$ cat config.mk
export PLATFORM = sky130hd
export DESIGN_NAME = fadder_half_precision
export DESIGN_NICKNAME = d
export VERILOG_FILES = /design/src/rtl/fadder_half_precision.sv
export SDC_FILE = /design/constraint.sdc
export NUM_CORES = 1
export LEC_CHECK = 0
export CAP_MARGIN = 20
export CORE_MARGIN = 3
export CORE_UTILIZATION = 35
export DETAILED_ROUTE_END_ITERATION = 8
export PLACE_DENSITY_LB_ADDON = 0.15
export RECOVER_POWER = 25
export SLEW_MARGIN = 25
export SYNTH_ARGS = -nofsm -noshare
export SYNTH_HDL_FRONTEND = slang
export SYNTH_SLANG_ARGS = --single-unit
export TNS_END_PERCENT = 10
$ cat constraint.sdc
create_clock -name clk -period 12.1 [get_ports clk]
set_clock_uncertainty 0.1 [all_clocks]
set_input_delay 1.815 -clock clk [delete_from_list [all_inputs] [get_ports clk]]
set_output_delay 1.815 -clock clk [all_outputs]
set_load 0.01 [all_outputs]
$ cat src/rtl/fadder_half_precision.sv
// Two-stage half-precision (1/5/10) adder/subtractor, fixed latency of two clocks.
// Define FADDER_ROUND_NEAREST_EN for round-to-nearest-even; otherwise results are truncated.
module fadder_half_precision (
    input  logic       clk,
    input  logic       rst_n,
    input  logic       in_valid,
    input  logic       add,
    input  logic       in_Sign_1,
    input  logic [4:0] in_Exponent_1,
    input  logic [9:0] in_Mantissa_1,
    input  logic       in_Sign_2,
    input  logic [4:0] in_Exponent_2,
    input  logic [9:0] in_Mantissa_2,
    output logic       out_valid,
    output logic       out_Sign,
    output logic [4:0] out_Exponent,
    output logic [9:0] out_Mantissa,
    output logic       Output_OverFlow,
    output logic       Exponent_UnderFlow
);

    // ---------------- stage 1: swap and align ----------------
    logic        a_nz, b_nz, b_sign_eff, a_big, small_nz;
    logic [14:0] mag_a, mag_b;
    logic [10:0] sig_a, sig_b, sig_big, sig_small;
    logic [4:0]  exp_big, exp_small, exp_diff;
    logic        sign_big;
    logic [23:0] shift_win;
    logic [13:0] small_aligned;

    logic        s1_valid_d, s1_valid_q;
    logic        s1_sign_d, s1_sign_q;
    logic        s1_sub_d, s1_sub_q;
    logic [4:0]  s1_exp_d, s1_exp_q;
    logic [13:0] s1_big_d, s1_big_q;
    logic [13:0] s1_small_d, s1_small_q;

    always_comb begin
        a_nz       = |in_Exponent_1;
        b_nz       = |in_Exponent_2;
        mag_a      = a_nz ? {in_Exponent_1, in_Mantissa_1} : 15'd0;
        mag_b      = b_nz ? {in_Exponent_2, in_Mantissa_2} : 15'd0;
        sig_a      = a_nz ? {1'b1, in_Mantissa_1} : 11'd0;
        sig_b      = b_nz ? {1'b1, in_Mantissa_2} : 11'd0;
        b_sign_eff = in_Sign_2 ^ ~add;
        a_big      = (mag_a >= mag_b);

        if (a_big) begin
            exp_big   = in_Exponent_1;
            sig_big   = sig_a;
            sign_big  = in_Sign_1;
            exp_small = in_Exponent_2;
            sig_small = sig_b;
            small_nz  = b_nz;
        end else begin
            exp_big   = in_Exponent_2;
            sig_big   = sig_b;
            sign_big  = b_sign_eff;
            exp_small = in_Exponent_1;
            sig_small = sig_a;
            small_nz  = a_nz;
        end

        // Window holds significand, guard, round and 11 sticky positions.
        exp_diff  = exp_big - exp_small;
        shift_win = {sig_small, 13'd0} >> exp_diff;
        if (exp_diff >= 5'd13) begin
            small_aligned = {13'd0, small_nz};
        end else begin
            small_aligned = {shift_win[23:11], |shift_win[10:0]};
        end

        s1_valid_d = in_valid;
        s1_sign_d  = sign_big;
        s1_sub_d   = in_Sign_1 ^ b_sign_eff;
        s1_exp_d   = exp_big;
        s1_big_d   = {sig_big, 3'b000};
        s1_small_d = small_aligned;
    end

    always_ff @(posedge clk or negedge rst_n) begin
        if (!rst_n) begin
            s1_valid_q <= 1'b0;
            s1_sign_q  <= 1'b0;
            s1_sub_q   <= 1'b0;
            s1_exp_q   <= 5'd0;
            s1_big_q   <= 14'd0;
            s1_small_q <= 14'd0;
        end else begin
            s1_valid_q <= s1_valid_d;
            s1_sign_q  <= s1_sign_d;
            s1_sub_q   <= s1_sub_d;
            s1_exp_q   <= s1_exp_d;
            s1_big_q   <= s1_big_d;
            s1_small_q <= s1_small_d;
        end
    end

    // ---------------- stage 2: add/sub, normalize, round ----------------
    logic [14:0]       sum;
    logic [13:0]       norm;
    logic [3:0]        lzc;
    logic              lz_found;
    logic signed [7:0] exp_norm, exp_fin;
    logic              rnd_up;
    logic [11:0]       sig_rnd;
    logic [9:0]        mant_fin;

    logic       res_sign, res_ovf, res_unf;
    logic [4:0] res_exp;
    logic [9:0] res_mant;

    logic       out_valid_d, out_valid_q;
    logic       out_sign_d, out_sign_q;
    logic [4:0] out_exp_d, out_exp_q;
    logic [9:0] out_mant_d, out_mant_q;
    logic       ovf_d, ovf_q, unf_d, unf_q;

`ifdef FADDER_ROUND_NEAREST_EN
    assign rnd_up = norm[2] & (norm[1] | norm[0] | norm[3]);
`else
    logic [2:0] grs_unused;
    assign grs_unused = norm[2:0];
    assign rnd_up     = 1'b0;
`endif

    always_comb begin
        sum = s1_sub_q ? ({1'b0, s1_big_q} - {1'b0, s1_small_q})
                       : ({1'b0, s1_big_q} + {1'b0, s1_small_q});

        lzc      = 4'd0;
        lz_found = 1'b0;
        for (int i = 13; i >= 0; i--) begin
            if (!lz_found) begin
                if (sum[i]) lz_found = 1'b1;
                else        lzc = lzc + 4'd1;
            end
        end

        // A carry-out folds the dropped LSB into sticky.
        if (sum[14]) begin
            norm     = {sum[14:2], sum[1] | sum[0]};
            exp_norm = $signed({3'b000, s1_exp_q}) + 8'sd1;
        end else begin
            norm     = sum[13:0] << lzc;
            exp_norm = $signed({3'b000, s1_exp_q}) - $signed({4'b0000, lzc});
        end

        sig_rnd = {1'b0, norm[13:3]} + {11'd0, rnd_up};
        if (sig_rnd[11]) begin
            exp_fin  = exp_norm + 8'sd1;
            mant_fin = sig_rnd[10:1];
        end else begin
            exp_fin  = exp_norm;
            mant_fin = sig_rnd[9:0];
        end

        res_sign = s1_sign_q;
        res_exp  = exp_fin[4:0];
        res_mant = mant_fin;
        res_ovf  = 1'b0;
        res_unf  = 1'b0;
        if (sum == 15'd0) begin
            // Cancellation gives +0; two like-signed zeros keep their sign.
            res_sign = s1_sub_q ? 1'b0 : s1_sign_q;
            res_exp  = 5'd0;
            res_mant = 10'd0;
        end else if (exp_fin > 8'sd30) begin
            res_exp  = 5'd31;
            res_mant = 10'd0;
            res_ovf  = 1'b1;
        end else if (exp_fin < 8'sd1) begin
            res_exp  = 5'd0;
            res_mant = 10'd0;
            res_unf  = 1'b1;
        end

        out_valid_d = s1_valid_q;
        out_sign_d  = out_sign_q;
        out_exp_d   = out_exp_q;
        out_mant_d  = out_mant_q;
        ovf_d       = ovf_q;
        unf_d       = unf_q;
        if (s1_valid_q) begin
            out_sign_d = res_sign;
            out_exp_d  = res_exp;
            out_mant_d = res_mant;
            ovf_d      = res_ovf;
            unf_d      = res_unf;
        end
    end

    always_ff @(posedge clk or negedge rst_n) begin
        if (!rst_n) begin
            out_valid_q <= 1'b0;
            out_sign_q  <= 1'b0;
            out_exp_q   <= 5'd0;
            out_mant_q  <= 10'd0;
            ovf_q       <= 1'b0;
            unf_q       <= 1'b0;
        end else begin
            out_valid_q <= out_valid_d;
            out_sign_q  <= out_sign_d;
            out_exp_q   <= out_exp_d;
            out_mant_q  <= out_mant_d;
            ovf_q       <= ovf_d;
            unf_q       <= unf_d;
        end
    end

    assign out_valid          = out_valid_q;
    assign out_Sign           = out_sign_q;
    assign out_Exponent       = out_exp_q;
    assign out_Mantissa       = out_mant_q;
    assign Output_OverFlow    = ovf_q;
    assign Exponent_UnderFlow = unf_q;

endmodule

==> flow_metrics.py, run 1 <==
metrics = {
    "synthesis": {
        "syn-num-nets": 961,
        "yosysWarnings": 0,
        "syn_area_per_cell_um2": 7.76,
        "synth.largest_area_cell": "dfrtp_1",
        "ys.flop_type": "dfrtp_1",
        "ys_top_cells_by_area": "dfrtp_1 19%, ha_1 11%, mux2i_1 6.3%",
        "yosysSeqAreaShare": 0.194,
        "async_reset_ff_frac": 1.00,
        "synthCells": 866,
        "synth_cell_types": 86,
        "synth_area_um2": 6720,
        "synth_edf_count": 0,
        "synthDominantCellAreaShare": 0.194,
        "synth-seq-cells": 52,
    },
    "power": {
        "power_switching_mw": 0.739,
        "p_per_area_nw_per_um2": 192,
        "p_sw_frac": 0.504,
        "p_clk_frac": 0.103,
        "power_frac_seq": 0.172,
        "peakVddDrop_uv": 66.6,
        "cellLeakagePower_nw": 3.31,
        "power.internal_mw": 0.729,
        "p_comb_frac": 0.725,
    },
    "floorplanning": {
        "die_h_um": 145,
        "core_um2": 18800,
        "fp.dieW_um": 145,
        "start_util": 0.358,
        "io-pin-count": 55,
        "rows": 50,
        "dieArea_um2": 20900,
    },
    "sta": {
        "slew_violations": 53,
        "fin_setup_tns_ns": 0,
        "finalSetupViolations": 0,
        "timing.fmax_mhz": 89.6,
        "relSlewSlack": -0.835,
        "period_share": 0.922,
        "holdWs_ns": 0.405,
        "tightest_slew_ns": 2.75,
        "rsz0062_at_grt": "false",
        "hold_viol": 0,
        "fin_crit_ns": 11.16,
    },
    "routing": {
        "firstDrtPassIters": 5,
        "drt_wl_total_um": 18900,
        "ant_nets": 0,
        "drtIter0Drc": 423,
        "routed_via_density": 5.61,
        "drc": 0,
        "drt-wirelength-per-cell_um": 16.7,
        "vias": 6342,
    },
    "clock_tree": {
        "cts_root_buffer": "clkbuf_16",
        "clk_pin_slew_ns": 0.08,
        "cts_sinks": 52,
        "numCtsBuffers": 5,
        "cts_max_level": 2,
        "post_cts_buffers": 0,
        "cts_buffer_depth": 2,
        "insertion_delay_ns": 0.30,
        "cts_hold_repair.buffers": 0,
        "cts_tree": "yes",
    },
    "final_layout": {
        "area_growth_pct": 13.7,
        "fin_nets": 991,
        "drive_above_1_share": 0.0769,
        "antennaDiodeCount": 0,
    },
    "global_routing": {
        "grt-ovfl-total": 0,
        "grt_use_total": 0.182,
        "antenna_found_initial": 0,
        "grt_max_degree": 53,
        "grt_pass1_wl_um": 31500,
        "grt_pass1_vias": 6003,
    },
    "worst_setup_path": {
        "start_kind": "register",
        "critPathMaxStageDelay_ns": 0.89,
        "crit_arrival_ns": 11.25,
        "worstSetupEndpointType": "register",
        "critical_path_class": "register to register",
        "cp_top_family": "compound AO/OA/AOI/OAI gates",
        "cp_slowest_cell": "dfrtp_1",
        "cp.required_ns": 12.19,
        "path_buf_inv": 2,
        "crit_path_frequent_cell": "ha_1",
        "crit_fanout": 24,
    },
    "placement": {
        "gp_congestion": 0.854,
        "port_buffers": 54,
        "detailed_place_hpwl_um": 14800,
    },
    "outcome": {
        "violations": "max-capacitance violations, max-slew violations",
        "outcome": "complete, but fails checks",
    },
    "flow_run": {
        "max-cap-violations": 1,
    },
    "min_path": {
        "hold_path_class": "register to register",
    },
}
-- state kept, by name, indices dropped and copies added (netlist names) --
name	flops
s1_small_q	14
s1_big_q	11
out_Mantissa	10
out_Exponent	5
s1_exp_q	5
Exponent_UnderFlow	1
Output_OverFlow	1
out_Sign	1
out_valid	1
out_valid_d	1
s1_sign_q	1
s1_sub_q	1
-- logic make-up (layout without fill, tap and decap cells) --
| family | after synthesis | after routing | share of synthesized area |
|---|---|---|---|
| XOR/XNOR | 36 | 36 | 0.0508 |
| buffers and inverters | 102 | 133 | 0.0622 |
| flip-flops | 52 | 52 | 0.194 |
| adder cells (fa/ha/maj) | 60 | 60 | 0.114 |
| AO/OA/AOI/OAI | 242 | 242 | 0.257 |
| AND/OR/NAND/NOR | 317 | 317 | 0.234 |
| multiplexers | 57 | 57 | 0.0894 |
-- layer usage --
| layer | GRT usage | vias up | routed length, um |
|---|---|---|---|
| met5 | 0 | - | 0 |
| met4 | 0.0461 | 0 | 398 |
| met3 | 0.0129 | 29 | 454 |
| met2 | 0.294 | 128 | 8700 |
| met1 | 0.265 | 2968 | 9320 |
| li1 | - | 3217 | - |
-- worst register-to-register path, delay by kind of cell, from the launching register on --
| family | cells | cell delay, ns |
|---|---|---|
| compound gates | 17 | 3.87 |
| xor+xnor | 1 | 0.17 |
| fa+ha+maj | 7 | 2.01 |
| buf+inv | 2 | 0.70 |
| flops | 1 | 0.89 |
| mux | 3 | 0.48 |
| simple gates | 14 | 2.83 |
-- through the flow --
| stage | setup WS [ns] | utilization | instance area (um2) | power (mW) | std cells |
|---|---|---|---|---|---|
| final | 0.938 | 0.407 | 7640 | 1.47 | 1131 |
| after global routing | 0.0463 | 0.407 | 7640 | 1.60 | 1131 |
| after CTS | 0.922 | 0.407 | 7630 | 1.47 | 1131 |
| after detailed placement | 0.938 | 0.399 | 7480 | 1.31 | 1123 |
| after global placement | 1.12 | 0.398 | 7470 | 1.32 | 1123 |
| after floorplan | 1.92 | - | 6720 | 1.01 | 866 |
-- synth_stat cells, types with 4 or more instances --
master	instances
nand2_1	96
nand3_1	35
xnor2_1	23
nor2_1	68
o21ai_1	4
a311oi_1	4
or3_1	6
nor3b_1	8
o21ai_0	62
xor2_1	11
ha_1	57
a22oi_1	5
a211oi_1	9
and4b_1	4
o21a_1	12
o21bai_1	5
inv_1	53
mux2i_1	42
nand4_1	5
and3_1	10
a211o_1	7
nor4_1	9
o2111ai_1	4
a31oi_1	8
clkbuf_1	29
mux2_2	14
a22o_1	7
buf_1	4
dfrtp_1	52
a21oi_1	38
nand2b_1	7
a32oi_1	4
or2_2	4
o31ai_1	10
nor2b_1	14
o211ai_1	12
a21o_1	8
and2_1	10
nor3_1	22
buf_2	10
-- cell usage in the layout (no fill, tap or decap), types with 6 or more instances in the layout --
master           netlist  layout
clkdlybuf4s50_1        0      52
nor4_1                 9       9
o211ai_1              12      12
nand2b_1               7       7
a21oi_1               38      38
and3_1                10      10
buf_4                  2      15
inv_1                 53      53
nand3_1               35      35
xor2_1                11      10
mux2_2                14      14
nor3b_1                8       8
nor3_1                22      22
o31ai_1               10      10
a211o_1                7       7
nor2b_1               14      14
o21a_1                12      12
mux2i_1               42      42
or3_1                  6       6
ha_1                  57      56
and2_1                10      10
a22o_1                 7       7
nand2_1               96      96
o21ai_0               62      61
a211oi_1               9       9
a31oi_1                8       8
a21o_1                 8       8
dfrtp_1               52      52
nor2_1                68      67
xnor2_1               23      21
-- timing repair --
action	CTS	global route
resized for setup	0	1
setup endpoints to repair	0	1
endpoints found under the hold margin	0	0
-- final cells by class --
cell class / count / area (um2)
fill: 1987 / 11100
tap: 234 / 293
sequential: 52 / 1300
clock inverter: 3 / 28.8
multi-input combinational: 712 / 5030
timing repair buffer: 70 / 652
inverter: 55 / 206
clock buffer: 5 / 125
-- final timing paths --
check,cells past startpoint,slack [ns],to,startpoint
min in group asynchronous,2,2.37,out_Mantissa[9]$_DFFE_PN0P_,rst_n
setup / recovery,44,0.94,out_Mantissa[7]$_DFFE_PN0P_,s1_sub_q$_DFF_PN0_
max in group asynchronous,2,7.94,s1_big_q[5]$_DFF_PN0_,rst_n
hold reg to reg,2,0.40,out_Exponent[3]$_DFFE_PN0P_,out_Exponent[3]$_DFFE_PN0P_
setup reg to reg,44,0.94,out_Mantissa[7]$_DFFE_PN0P_,s1_sub_q$_DFF_PN0_
hold / removal,2,0.40,out_Exponent[3]$_DFFE_PN0P_,out_Exponent[3]$_DFFE_PN0P_
-- power by group through the flow --
stage	sequential, mW	clock, mW	combinational [mW]
6_report	0.253	0.151	1.07
5_1_grt	0.260	0.163	1.18
4_1_cts	0.253	0.155	1.06
3_5_place_dp	0.256	0	1.06
3_3_place_gp	0.256	0	1.06
2_1_floorplan	0.255	0	0.753
Power figures use the tool's default switching activity.
==> run 2, diff against run 1 <==
--- a/config.mk
+++ b/config.mk
@@ -6,6 +6,7 @@
 export NUM_CORES = 1
 export LEC_CHECK = 0
 export CAP_MARGIN = 20
+export CORE_ASPECT_RATIO = 0.9
 export CORE_MARGIN = 3
 export CORE_UTILIZATION = 35
 export DETAILED_ROUTE_END_ITERATION = 8
==> flow_metrics.py, run 2 (same netlist as run 1, synthesis figures left out) <==
metrics = {
    "clock_tree": {
        "cts_hold_repair.buffers": 0,
        "cts_sinks": 52,
        "post_cts_buffers": 0,
        "clk_pin_slew_ns": 0.08,
        "cts_buffer_depth": 2,
        "insertion_delay_ns": 0.30,
        "cts_max_level": 2,
        "cts_tree": "yes",
        "cts_root_buffer": "clkbuf_16",
        "numCtsBuffers": 5,
        "cts_resized": 0,
    },
    "sta": {
        "slew_violations": 53,
        "relSlewSlack": -0.848,
        "tightest_slew_ns": 2.77,
        "timing.fmax_mhz": 89.5,
        "fin_crit_ns": 11.17,
        "period_share": 0.923,
        "hold_viol": 0,
        "rsz0062_at_grt": "false",
        "fin_ws_ns": 0.932,
        "fin_setup_tns_ns": 0,
        "finalSetupViolations": 0,
    },
    "final_layout": {
        "fillers": 1913,
        "multi_input_area_um2": 5030,
        "drive_above_1_share": 0.0780,
        "final_cell_mix": "96 x nand2_1, 66 x nor2_1, 60 x o21ai_0",
        "seqCellArea_um2": 1300,
        "antennaDiodeCount": 0,
        "largest_reg_flops": 14,
        "top_register": "s1_small_q",
        "fin_nets": 991,
        "fin_cells": 1142,
        "area_growth_pct": 14.2,
        "final_common_cell": "nand2_1",
        "final_area_um2": 7670,
    },
    "placement": {
        "dp_cells": 1133,
        "detailed_place_hpwl_um": 15300,
        "placedInstanceArea_um2": 7480,
        "gp_congestion": 0.885,
        "dp_slack_ns": 0.917,
        "port_buffers": 54,
    },
    "worst_setup_path": {
        "cp.required_ns": 12.19,
        "r2r_slack_ns": 0.93,
        "start_kind": "register",
        "critical_path_class": "register to register",
        "regToRegStartpoint": "s1_big_q[10]$_DFF_PN0_",
        "crit_end": "out_Mantissa[8]$_DFFE_PN0P_",
        "critPathMaxStageDelay_ns": 0.46,
        "cp_slowest_cell": "ha_1",
        "worstSetupEndpointType": "register",
        "crit_fanout": 17,
        "ff2ff_path_depth": 48,
        "crit_arrival_ns": 11.26,
        "startpoint": "s1_big_q[10]$_DFF_PN0_",
        "crit_path_frequent_cell": "ha_1",
        "reg2reg_to": "out_Mantissa[8]$_DFFE_PN0P_",
    },
    "flow_run": {
        "max-cap-violations": 1,
    },
    "routing": {
        "drt-wirelength-per-cell_um": 17.0,
        "drt_wl_total_um": 19500,
        "drtIter0Drc": 616,
        "firstDrtPassIters": 5,
        "ant_nets": 0,
        "vias": 6496,
        "routed_via_density": 5.69,
        "drc": 0,
    },
    "global_routing": {
        "grt_pass1_vias": 5930,
        "grt_pass1_wl_um": 31700,
        "grt-ovfl-total": 0,
        "grt_use_total": 0.182,
        "grt_max_degree": 53,
        "antenna_found_initial": 0,
    },
    "power": {
        "peakVddDrop_uv": 97.1,
        "power_frac_seq": 0.168,
        "p_sw_frac": 0.508,
        "p_total_mw": 1.48,
        "cellLeakagePower_nw": 3.31,
        "power_switching_mw": 0.753,
        "p_comb_frac": 0.731,
        "power.internal_mw": 0.731,
        "p_clk_frac": 0.101,
        "p_per_area_nw_per_um2": 193,
    },
    "floorplanning": {
        "io-pin-count": 55,
        "fp.dieW_um": 152,
        "start_util": 0.361,
        "rows": 47,
        "dieArea_um2": 20900,
        "die_h_um": 137,
        "core_um2": 18600,
    },
    "min_path": {
        "hold_path_class": "register to register",
    },
    "outcome": {
        "outcome": "complete, but fails checks",
        "violations": "max-capacitance violations, max-slew violations",
    },
}
-- run 2: through the flow --
step | hold slack (ns) | util
floorplan | 0.311 | -
global placement | 0.374 | 0.401
detailed placement | 0.371 | 0.401
CTS | 0.390 | 0.409
global route | 0.415 | 0.412
finish | 0.379 | 0.412
-- run 2: power groups by stage --
stage / sequential (mW) / combinational (mW) / clock, mW
2_1_floorplan: 0.255 / 0.753 / 0
5_1_grt: 0.255 / 1.20 / 0.160
6_report: 0.249 / 1.08 / 0.149
3_3_place_gp: 0.252 / 1.08 / 0
3_5_place_dp: 0.253 / 1.06 / 0
4_1_cts: 0.250 / 1.07 / 0.153
-- run 2: worst min-delay path by stage --
stage | end | from | depth (start not counted)
2_1_floorplan | out_valid$_DFF_PN0_ | out_valid_d$_DFF_PN0_ | 0
3_3_place_gp | out_valid$_DFF_PN0_ | out_valid_d$_DFF_PN0_ | 0
3_5_place_dp | out_valid$_DFF_PN0_ | out_valid_d$_DFF_PN0_ | 0
4_1_cts | out_valid$_DFF_PN0_ | out_valid_d$_DFF_PN0_ | 0
5_1_grt | out_valid$_DFF_PN0_ | out_valid_d$_DFF_PN0_ | 0
6_report | out_valid$_DFF_PN0_ | out_valid_d$_DFF_PN0_ | 0
-- run 2: layout make-up --
class | instances | area share
multi-input cells | 712 | 0.656
flip-flops and latches | 52 | 0.170
repair buffers | 70 | 0.0876
well taps | 245 | 0.0399
inverters | 55 | 0.0269
clock buffers | 5 | 0.0163
clock inverters | 3 | 0.00359
-- run 2: per-layer routing --
metal	track usage	wire, um
met1	0.283	10100
met2	0.274	8090
met3	0.0198	1110
met4	0.0310	205
met5	0	0
-- run 2: critical path, delay by kind of cell (launching register included) --
family | cells | cell delay, ns
AOI/OAI and AO/OA | 18 | 3.91
xor gates and xnor gates | 1 | 0.17
adders and majority gates | 9 | 2.74
buffers and inverters | 1 | 0.17
DFF | 1 | 0.43
muxes | 2 | 0.41
and+or+nand+nor | 17 | 3.12
==> run 3, diff against run 2 <==
--- a/config.mk
+++ b/config.mk
@@ -5,6 +5,7 @@
 export SDC_FILE = /design/constraint.sdc
 export NUM_CORES = 1
 export LEC_CHECK = 0
+export ABC_CLOCK_PERIOD_IN_PS = 12100
 export CAP_MARGIN = 20
 export CORE_ASPECT_RATIO = 0.9
 export CORE_MARGIN = 3
==> constraint.sdc (replaced) <==
create_clock -name clk -period 12.1 [get_ports clk]
set_clock_uncertainty 0.1 [all_clocks]
set_input_delay 2.42 -clock clk [delete_from_list [all_inputs] [get_ports clk]]
set_output_delay 2.42 -clock clk [all_outputs]
set_load 0.01 [all_outputs]
==> flow_metrics.py, run 3 (same netlist as run 1, synthesis figures left out) <==
metrics = {
    "worst_setup_path": {
        "worstSetupEndpointType": "register",
        "crit_path_frequent_cell": "ha_1",
        "critPathMaxStageDelay_ns": 0.57,
        "cp.required_ns": 12.19,
        "crit_fanout": 17,
        "cp_slowest_cell": "dfrtp_1",
        "crit_arrival_ns": 11.31,
        "critical_path_class": "register to register",
        "start_kind": "register",
    },
    "routing": {
        "routed-wl-met2_um": 7970,
        "dr_wl_met3_um": 1270,
        "drtIter0Drc": 465,
        "dr.max_layer_used": "met4",
        "drt_wl_total_um": 19300,
        "vias": 6459,
        "wl_met1_um": 9730,
        "ant_nets": 0,
        "firstDrtPassIters": 5,
        "drt-wirelength-per-cell_um": 16.9,
        "routed_via_density": 5.66,
        "drc": 0,
    },
    "clock_tree": {
        "cts_hold_repair.buffers": 0,
        "clk_pin_slew_ns": 0.08,
        "cts_sinks": 52,
        "cts_root_buffer": "clkbuf_16",
        "numCtsBuffers": 5,
        "insertion_delay_ns": 0.30,
        "cts_buffer_depth": 2,
        "cts_tree": "yes",
        "cts_max_level": 2,
        "post_cts_buffers": 0,
    },
    "floorplanning": {
        "dieArea_um2": 20900,
        "fp.dieW_um": 152,
        "core_um2": 18600,
        "die_h_um": 137,
        "rows": 47,
        "io-pin-count": 55,
        "start_util": 0.361,
    },
    "sta": {
        "rsz0062_at_grt": "false",
        "fin_ws_ns": 0.876,
        "period_share": 0.928,
        "fin_crit_ns": 11.22,
        "hold_viol": 0,
        "slew_violations": 53,
        "relSlewSlack": -0.829,
        "fin_setup_tns_ns": 0,
        "tightest_slew_ns": 2.74,
        "timing.fmax_mhz": 89.1,
        "holdWs_ns": 0.375,
        "finalSetupViolations": 0,
    },
    "placement": {
        "gp_congestion": 0.885,
        "dp_slack_ns": 0.989,
        "dp_cells": 1134,
        "port_buffers": 54,
        "detailed_place_hpwl_um": 15400,
    },
    "final_layout": {
        "antennaDiodeCount": 0,
        "multi_input_area_um2": 5030,
        "fin_util": 0.410,
        "final_common_cell": "nand2_1",
        "drive_above_1_share": 0.0758,
        "fin_nets": 991,
        "fin_cells": 1142,
        "area_growth_pct": 13.8,
        "fillers": 1926,
        "top_register": "s1_small_q",
        "final_cell_mix": "96 x nand2_1, 67 x nor2_1, 60 x o21ai_0",
        "seqCellArea_um2": 1300,
        "largest_reg_flops": 14,
    },
    "power": {
        "peakVddDrop_uv": 81.9,
        "cellLeakagePower_nw": 3.30,
        "p_per_area_nw_per_um2": 194,
    },
    "global_routing": {
        "grt-ovfl-total": 0,
        "grt_use_total": 0.182,
        "grt_pass1_vias": 6070,
        "antenna_found_initial": 0,
        "grt_max_degree": 53,
        "grt_pass1_wl_um": 31700,
    },
    "outcome": {
        "outcome": "complete, but fails checks",
        "violations": "max-capacitance violations, max-slew violations",
    },
    "min_path": {
        "hold_path_class": "register to register",
    },
    "flow_run": {
        "max-cap-violations": 1,
    },
}
==> run 3: cell counts in the layout (fill, tap and decap cells not counted) <==
No cell type changed its count.
==> run 3: worst paths after layout <==
kind                                          from                     endpoint  depth (start not counted)  slack [ns]
min                          out_valid_d$_DFF_PN0_          out_valid$_DFF_PN0_                          0        0.38
min reg2reg                  out_valid_d$_DFF_PN0_          out_valid$_DFF_PN0_                          0        0.38
max in group asynchronous                    rst_n        s1_big_q[6]$_DFF_PN0_                          2        7.35
max reg2reg                s1_small_q[0]$_DFF_PN0_  out_Mantissa[7]$_DFFE_PN0P_                         49        0.88
min in group asynchronous                    rst_n  out_Exponent[3]$_DFFE_PN0P_                          2        2.98
max                        s1_small_q[0]$_DFF_PN0_  out_Mantissa[7]$_DFFE_PN0P_                         49        0.88
==> run 3: cell type report <==
cell class / count / area share
multi-input combinational: 712 / 0.658
inverter: 55 / 0.0270
timing repair buffer: 70 / 0.0852
sequential: 52 / 0.170
clock inverter: 3 / 0.00360
tap: 245 / 0.0401
clock buffer: 5 / 0.0164
==> run 3: worst max-delay path: cells and delay by family (launching register included) <==
family | cells | cell delay, ns
and+or+nand+nor | 18 | 3.35
AOI/OAI and AO/OA | 17 | 3.69
DFF | 1 | 0.57
muxes | 2 | 0.40
adders and majority gates | 9 | 2.48
xor gates and xnor gates | 1 | 0.17
buffers and inverters | 2 | 0.34
==> run 3: metal layers <==
metal	global-route usage	vias to the layer above
met4	0.0434	0
met3	0.0226	21
met2	0.271	210
met5	0	-
li1	-	3208
met1	0.278	3020
==> run 3: what timing repair did <==
item | in CTS | in global routing
resized for setup | 0 | 3
setup endpoints to repair | 0 | 5
hold endpoints to repair | 0 | 0
==> run 3: power by group <==
| part | total, mW | switching (mW) | internal, mW |
|---|---|---|---|
| clock network | 0.148 | 0.0694 | 0.0786 |
| registers | 0.250 | 0.0328 | 0.217 |
| logic | 1.08 | 0.650 | 0.433 |
==> run 3: through the flow <==
step | area [um2] | total power [mW]
2_1_floorplan | 6720 | 1.01
3_3_place_gp | 7490 | 1.33
3_5_place_dp | 7490 | 1.31
4_1_cts | 7640 | 1.47
5_1_grt | 7650 | 1.61
6_report | 7650 | 1.48
